## src/rtl/out_record_collector.sv

```systemverilog
// out_record_collector: reassembles 16 cipher + 32 tag bytes into records and queues them for the host.
module out_record_collector #(
    parameter int DEPTH = 2,
    parameter int CNT_W = 8
) (
    input  logic             clk,
    input  logic             rst_n,
    input  logic [7:0]       i_data,
    input  logic             i_valid,
    output logic [127:0]     o_cipher,
    output logic [255:0]     o_tag,
    output logic             o_valid,
    input  logic             i_ready,
    output logic [CNT_W-1:0] o_count,
    output logic             o_err,
    output logic             o_ovf
);
    localparam int AW = $clog2(DEPTH);

    typedef enum logic [1:0] {WAIT_C, CIPH, WAIT_T, TAG} state_t;

    state_t       state, state_d;
    logic [4:0]   bcnt, bcnt_d;
    logic         wr_c, wr_t, push, brk;
    logic [127:0] cipher;
    logic [255:0] tag;
    logic [127:0] cmem [DEPTH];
    logic [255:0] tmem [DEPTH];
    logic [AW:0]  wp, rp;
    logic         full, pop, acc;

    always_comb begin
        state_d = state;
        bcnt_d  = bcnt;
        wr_c    = 1'b0;
        wr_t    = 1'b0;
        push    = 1'b0;
        brk     = 1'b0;
        case (state)
            WAIT_C: if (i_valid) begin
                wr_c    = 1'b1;
                bcnt_d  = 5'd1;
                state_d = CIPH;
            end
            CIPH: if (i_valid) begin
                wr_c    = 1'b1;
                bcnt_d  = (bcnt == 5'd15) ? 5'd0 : bcnt + 5'd1;
                state_d = (bcnt == 5'd15) ? WAIT_T : CIPH;
            end else begin
                brk     = 1'b1;
                bcnt_d  = 5'd0;
                state_d = WAIT_C;
            end
            WAIT_T: if (i_valid) begin
                wr_t    = 1'b1;
                bcnt_d  = 5'd1;
                state_d = TAG;
            end
            TAG: if (i_valid) begin
                wr_t    = 1'b1;
                push    = (bcnt == 5'd31);
                bcnt_d  = bcnt + 5'd1;
                state_d = (bcnt == 5'd31) ? WAIT_C : TAG;
            end else begin
                brk     = 1'b1;
                bcnt_d  = 5'd0;
                state_d = WAIT_C;
            end
            default: state_d = WAIT_C;
        endcase
    end

    always_ff @(posedge clk) begin
        if (!rst_n) begin
            state <= WAIT_C;
            bcnt  <= 5'd0;
        end else begin
            state <= state_d;
            bcnt  <= bcnt_d;
        end
    end

    // Partial records need no clearing: every byte is rewritten before the next push.
    always_ff @(posedge clk) begin
        if (wr_c) cipher[{bcnt[3:0], 3'b000} +: 8] <= i_data;
        if (wr_t) tag[{bcnt, 3'b000} +: 8] <= i_data;
    end

    assign o_valid  = (wp != rp);
    assign full     = (wp[AW] != rp[AW]) && (wp[AW-1:0] == rp[AW-1:0]);
    assign pop      = o_valid && i_ready;
    assign acc      = push && (!full || pop);
    assign o_cipher = cmem[rp[AW-1:0]];
    assign o_tag    = tmem[rp[AW-1:0]];

    always_ff @(posedge clk) begin
        if (!rst_n) begin
            for (int i = 0; i < DEPTH; i++) begin
                cmem[i] <= '0;
                tmem[i] <= '0;
            end
            wp      <= '0;
            rp      <= '0;
            o_count <= '0;
            o_err   <= 1'b0;
            o_ovf   <= 1'b0;
        end else begin
            if (acc) begin
                cmem[wp[AW-1:0]] <= cipher;
                tmem[wp[AW-1:0]] <= {i_data, tag[247:0]};
                wp               <= wp + (AW+1)'(1);
            end
            if (pop) begin
                rp      <= rp + (AW+1)'(1);
                o_count <= o_count + CNT_W'(1);
            end
            o_err <= brk;
            o_ovf <= push && full && !pop;
        end
    end
endmodule

```

## config.mk

```make
export PLATFORM = sky130hd
export DESIGN_NAME = out_record_collector
export DESIGN_NICKNAME = d
export VERILOG_FILES = /design/src/rtl/out_record_collector.sv
export SDC_FILE = /design/constraint.sdc
export NUM_CORES = 1
export LEC_CHECK = 0
export BUFFER_PORTS_ARGS = -buffer_cell sky130_fd_sc_hd__buf_2
export CORE_MARGIN = 1.5
export CORE_UTILIZATION = 25
export DETAILED_ROUTE_END_ITERATION = 6
export REMOVE_ABC_BUFFERS = 1
export SKIP_LAST_GASP = 1
export SLEW_MARGIN = 25
export SYNTH_ARGS = -nofsm -noshare
export SYNTH_HDL_FRONTEND = slang
export SYNTH_SLANG_ARGS = --single-unit
```

## constraint.sdc

```tcl
create_clock -name clk -period 94.4 [get_ports clk]
set_input_delay 9.44 -clock clk [delete_from_list [all_inputs] [get_ports clk]]
set_output_delay 9.44 -clock clk [all_outputs]
set_load 0.02 [all_outputs]
```

Word-level counts from Yosys, hierarchy flattened
Memory sizes are Yosys's and may differ from the RTL's. A register that Yosys moved wholly into a read port is not among the register bits.
Cells that the tools add are included.
{"block": "op_classes", "addsub": 6, "eq_ne": 11, "shift": 4, "mux": 34, "n_reduce_logical": 17}
{"operator": "$bwmux 256", "count": 1}
{"operator": "$mux 256", "count": 1}
{"operator": "$reduce_or 256->1", "count": 1}
{"operator": "$shift 8x10->256 const A", "count": 1}
{"operator": "$shiftx 8x10->256", "count": 1}
{"operator": "$bwmux 128", "count": 1}
{"operator": "$mux 128", "count": 1}
{"operator": "$reduce_or 128->1", "count": 1}
{"operator": "$shift 8x9->128 const A", "count": 1}
{"operator": "$shiftx 8x9->128", "count": 1}
{"operator": "$mux 5", "count": 4}
{"operator": "$mux 1", "count": 18}
{"operator": "$pmux 5 s3", "count": 1}
{"operator": "$mux 2", "count": 6}
{"operator": "$neg 8->10", "count": 1}
{"operator": "$neg 7->9", "count": 1}
{"operator": "$add 8x1->8 const B", "count": 1}
{"operator": "$pmux 2 s4", "count": 1}
{"operator": "$reduce_or 2->1", "count": 4}
{"operator": "$add 5x1->5 const B", "count": 1}
{"operator": "$eq 5x4->1 const B", "count": 1}
{"operator": "$eq 5x5->1 const B", "count": 1}
{"operator": "$logic_and 1x1->1", "count": 5}
{"operator": "$add 2x1->2 const B", "count": 2}
{"operator": "other kinds (11)", "count": 15}
{"block": "totals", "reg_bits": 405, "mem_bits_rw": 768, "input_bits": 12, "out_inout_bits": 395, "mem_count": 2}
{"name": "tmem", "depth": 2, "word_bits": 256, "rd": 1, "rd_ports_with_merged_regs": 1, "wr": 2, "line_no": "28", "text": "logic [255:0] tmem [DEPTH];"}
{"name": "cmem", "depth": 2, "word_bits": 128, "rd": 1, "rd_ports_with_merged_regs": 1, "wr": 2, "line_no": "27", "text": "logic [127:0] cmem [DEPTH];"}

Logic depth before layout (Yosys ltp)
{"block": "depth", "ltp_word": 10, "ltp_mapped": 11, "mapped_depth_nobuf": 8}

Least setup slack after synthesis
Ideal clock, no wire load.
{"block": "synth_path", "kind": "input port to flip-flop", "start": "input i_ready", "end": "memory cmem[0][0], enable pin", "setup_time_ns": 1.662, "t_arrival_ns": 36.575, "slack_ns": 56.163, "cell_stages": 3, "path_cell_list": "clkbuf_1 -> o31ai_2 -> o21ai_0"}
{"element": "from (decl)", "line_no": "13", "text": "input logic i_ready,"}
{"element": "to (decl)", "line_no": "27"}

==> flow_summary.json <==
{
  "ys_warn_count": 0,
  "syn_to_final_growth_pct": 17.8,
  "die_w_um": 443,
  "hold_class": "reg2reg",
  "r2r_start": "bcnt[1]",
  "grt_util_all_layers_pct": 13.8,
  "rsz0062_at_grt": "no",
  "grt_use_met3_pct": 2.07,
  "holdBufCountCts": 0,
  "rows": 161,
  "synth_seq_cells": 1166,
  "fin_ws_ns": 80.37,
  "end_kind": "output port",
  "hold_depth": 1,
  "startpoint_type": "flip-flop",
  "maxSlewViolCount": 0,
  "wl_per_cell_um": 22.5,
  "setup_tns_ns": 0,
  "r2r_setup_slack_ns": 89.23,
  "hold_start": "tag[94]",
  "gp_routability_congestion": 0.735,
  "dieHeight_um": 443,
  "drt.antenna.violating_nets": 0,
  "max_freq_ghz": 0.0713,
  "setup_viol": 0,
  "crit-reg2reg-capture": "tmem[1][71]",
  "drc": 0,
  "synth_edf_count": 1144,
  "cts-resized-gates": 0,
  "drt_iter0_markers": 1998,
  "antenna_found_initial": 14,
  "grt.met2_usage_pct": 24.2,
  "layout-drive-gt1-share_pct": 29.1,
  "pre_cts_slack_ns": 81.08,
  "async_reset_ff_share_pct": 0,
  "grt_use_met1_pct": 16.2,
  "required_ns": 84.96,
  "final_area_um2": 57100,
  "grt_pass1_vias": 26700,
  "clk_pin_slew_ns": 0.07,
  "synth_area_um2": 48500,
  "cts_tree": "built",
  "ctsLongestPathBuffers": 3,
  "cts_root_buf": "clkbuf_16",
  "fillers": 19200,
  "period_minus_slack_ns": 14.03,
  "r2r_cells": 8,
  "fin_total_pwr_mw": 1.10,
  "synthCells": 3206,
  "nNetsFinal": 3605,
  "htreeDepth": 3,
  "final_hold_viol_count": 0,
  "finalClockSkew_ns": 0.0611,
  "cts_setup_buffers": 0,
  "grt_overflow": 0,
  "die-area_um2": 197000,
  "status": "completed",
  "relSlewSlack_pct": 28.9,
  "grt_pass1_wl_um": 194000,
  "postSynthAreaPerCell_um2": 15.1,
  "fin_cells": 6205,
  "top_usage_layer": "met2",
  "drt_pass1_iterations": 5,
  "dpl_cell_area_um2": 53300,
  "insertion_delay_ns": 0.76,
  "clock_sink_count": 1166,
  "synth_ff_type": "edfxtp_1",
  "initial_core_util_pct": 25.2,
  "tightest_slew_ns": 1.07,
  "viasPerCell": 4.24,
  "crit_arrival_ns": 4.59,
  "dp_cells": 5985,
  "crit_type": "reg2out",
  "ys_seq_area_share_pct": 71.7,
  "vdd_ir_drop_max_uv": 15.7,
  "vias": 26300,
  "portBuffers": 406,
  "synth.distinct_cells": 70,
  "hpwl_um": 88500,
  "io_pins": 407,
  "core_area_um2": 193000,
  "cts_made_buffers": 121,
  "crit_path_max_fanout": 78,
  "period_share_pct": 14.9,
  "totalWireLength_um": 140000,
  "hold_end": "tmem[1][94]",
  "powerDensity_nw_per_um2": 19.2,
  "drv_cap": 0,
  "p_leak_nw": 20.2,
  "grt_max_degree": 237
}
[critical path, cell delays in order, from the launching register on]
cell	delay, ns
dfxtp_4	0.82
buf_6	0.71
buf_4	0.64
buf_4	0.82
mux2_2	0.43
buf_2	0.16
[placed cells by master, fill, tap and decap left out, drive strengths merged, types with 4 or more instances in the layout]
cell type / synthesis / final
o21ai: 15 / 15
nor2: 306 / 306
and3b: 5 / 5
a211oi: 4 / 4
inv: 16 / 20
edfxtp: 1144 / 1144
bufinv: 0 / 5
nor3b: 4 / 4
buf: 40 / 456
clkbuf: 161 / 146
nand2b: 6 / 6
diode: 0 / 4
and2: 843 / 843
xor2: 9 / 9
nor3: 26 / 26
and3: 51 / 51
nand2: 59 / 59
clkinv: 1 / 59
nand3: 35 / 35
mux2: 384 / 384
dfxtp: 22 / 22
ha: 9 / 9
a21oi: 11 / 11
or2: 6 / 6
or3: 4 / 4
nor2b: 5 / 5
[stage by stage]
step                      util (%)  hold slack [ns]
after floorplan                  -            0.515
after global placement        27.7            0.492
after detailed placement      27.7            0.524
after CTS                     29.6            0.491
after global routing          29.7            0.505
final                         29.7            0.489
[flip-flops by register name, summed over array words and instances, names as in the netlist, named ones only]
| name | flops |
|---|---|
| bcnt | 5 |
| wp | 2 |
| tmem | 512 |
| tag | 248 |
| cmem | 256 |
| o_err | 1 |
| rp | 2 |
| state | 2 |
| cipher | 128 |
| o_ovf | 1 |
| o_count | 8 |
[layer usage]
| metal | share of wire [%] | vias to the layer above |
|---|---|---|
| met1 | 40 | 13300 |
| met4 | 5.4 | 0 |
| li1 | - | 12100 |
| met3 | 3.9 | 264 |
| met5 | 0 | - |
| met2 | 51 | 634 |
[power by group]
part,internal [mW],total (mW),switching [mW]
Sequential,0.582,0.588,0.00527
Clock,0.251,0.454,0.203
Combinational,0.0149,0.0567,0.0418
Total,0.848,1.10,0.250
[worst max path at each step]
stage | startpoint | endpoint | slack [ns] | cells after the start
after detailed placement | flip-flop | o_tag[70] | 81.08 | 5
after global routing | flip-flop | o_tag[67] | 80.10 | 5
final | flip-flop | o_tag[67] | 80.37 | 5
after global placement | flip-flop | o_tag[196] | 80.87 | 5
after floorplan | i_valid | cmem[0][0] | 56.24 | 3
after CTS | flip-flop | o_tag[67] | 80.21 | 5
[synthesized netlist by cell type (all sizes together), types with 2 or more instances]
cell type	n	area, um2
buf	40	263
nand2	59	221
nand4	2	12.5
clkbuf	161	689
and3b	5	43.8
nor2	306	1250
a21o	2	15.0
o211ai	2	15.0
ha	9	113
o21a	3	22.5
xor2	9	105
or2	6	37.5
o21bai	3	30.0
nand2b	6	45.0
mux2	384	4320
a211oi	4	35.0
nor2b	5	31.3
and3	51	319
xnor2	3	33.8
a21oi	11	55.1
or3	4	25.0
nand3	35	175
a31oi	3	18.8
nor3	26	146
edfxtp	1144	34400
o21ai	15	78.8
nor3b	4	35.0
o31ai	2	25.0
mux2i	3	33.8
nand3b	2	15.0
and4	2	17.5
and2	843	5280
dfxtp	22	440
inv	16	60.1
[cells by family after synthesis]
family	after synthesis	synth area share, %
AOI/OAI and AO/OA	54	0.800
adders and majority gates	9	0.232
buffers and inverters	218	2.09
muxes	387	8.99
xor gates and xnor gates	12	0.286
DFF	1166	71.7
and+or+nand+nor	1360	15.9
[area by class of cell]
type | count | area, um2 | area share [%]
inverters | 17 | 63.8 | 0.112
flip-flops and latches | 1166 | 34800 | 60.9
multi-input cells | 1822 | 12800 | 22.4
repair buffers | 456 | 2550 | 4.46
clock buffers | 146 | 3140 | 5.50
well taps | 2526 | 3160 | 5.53
clock inverters | 68 | 571 | 0.999
diodes | 4 | 10.0 | 0.0175
(Power assumes the default switching activity.)
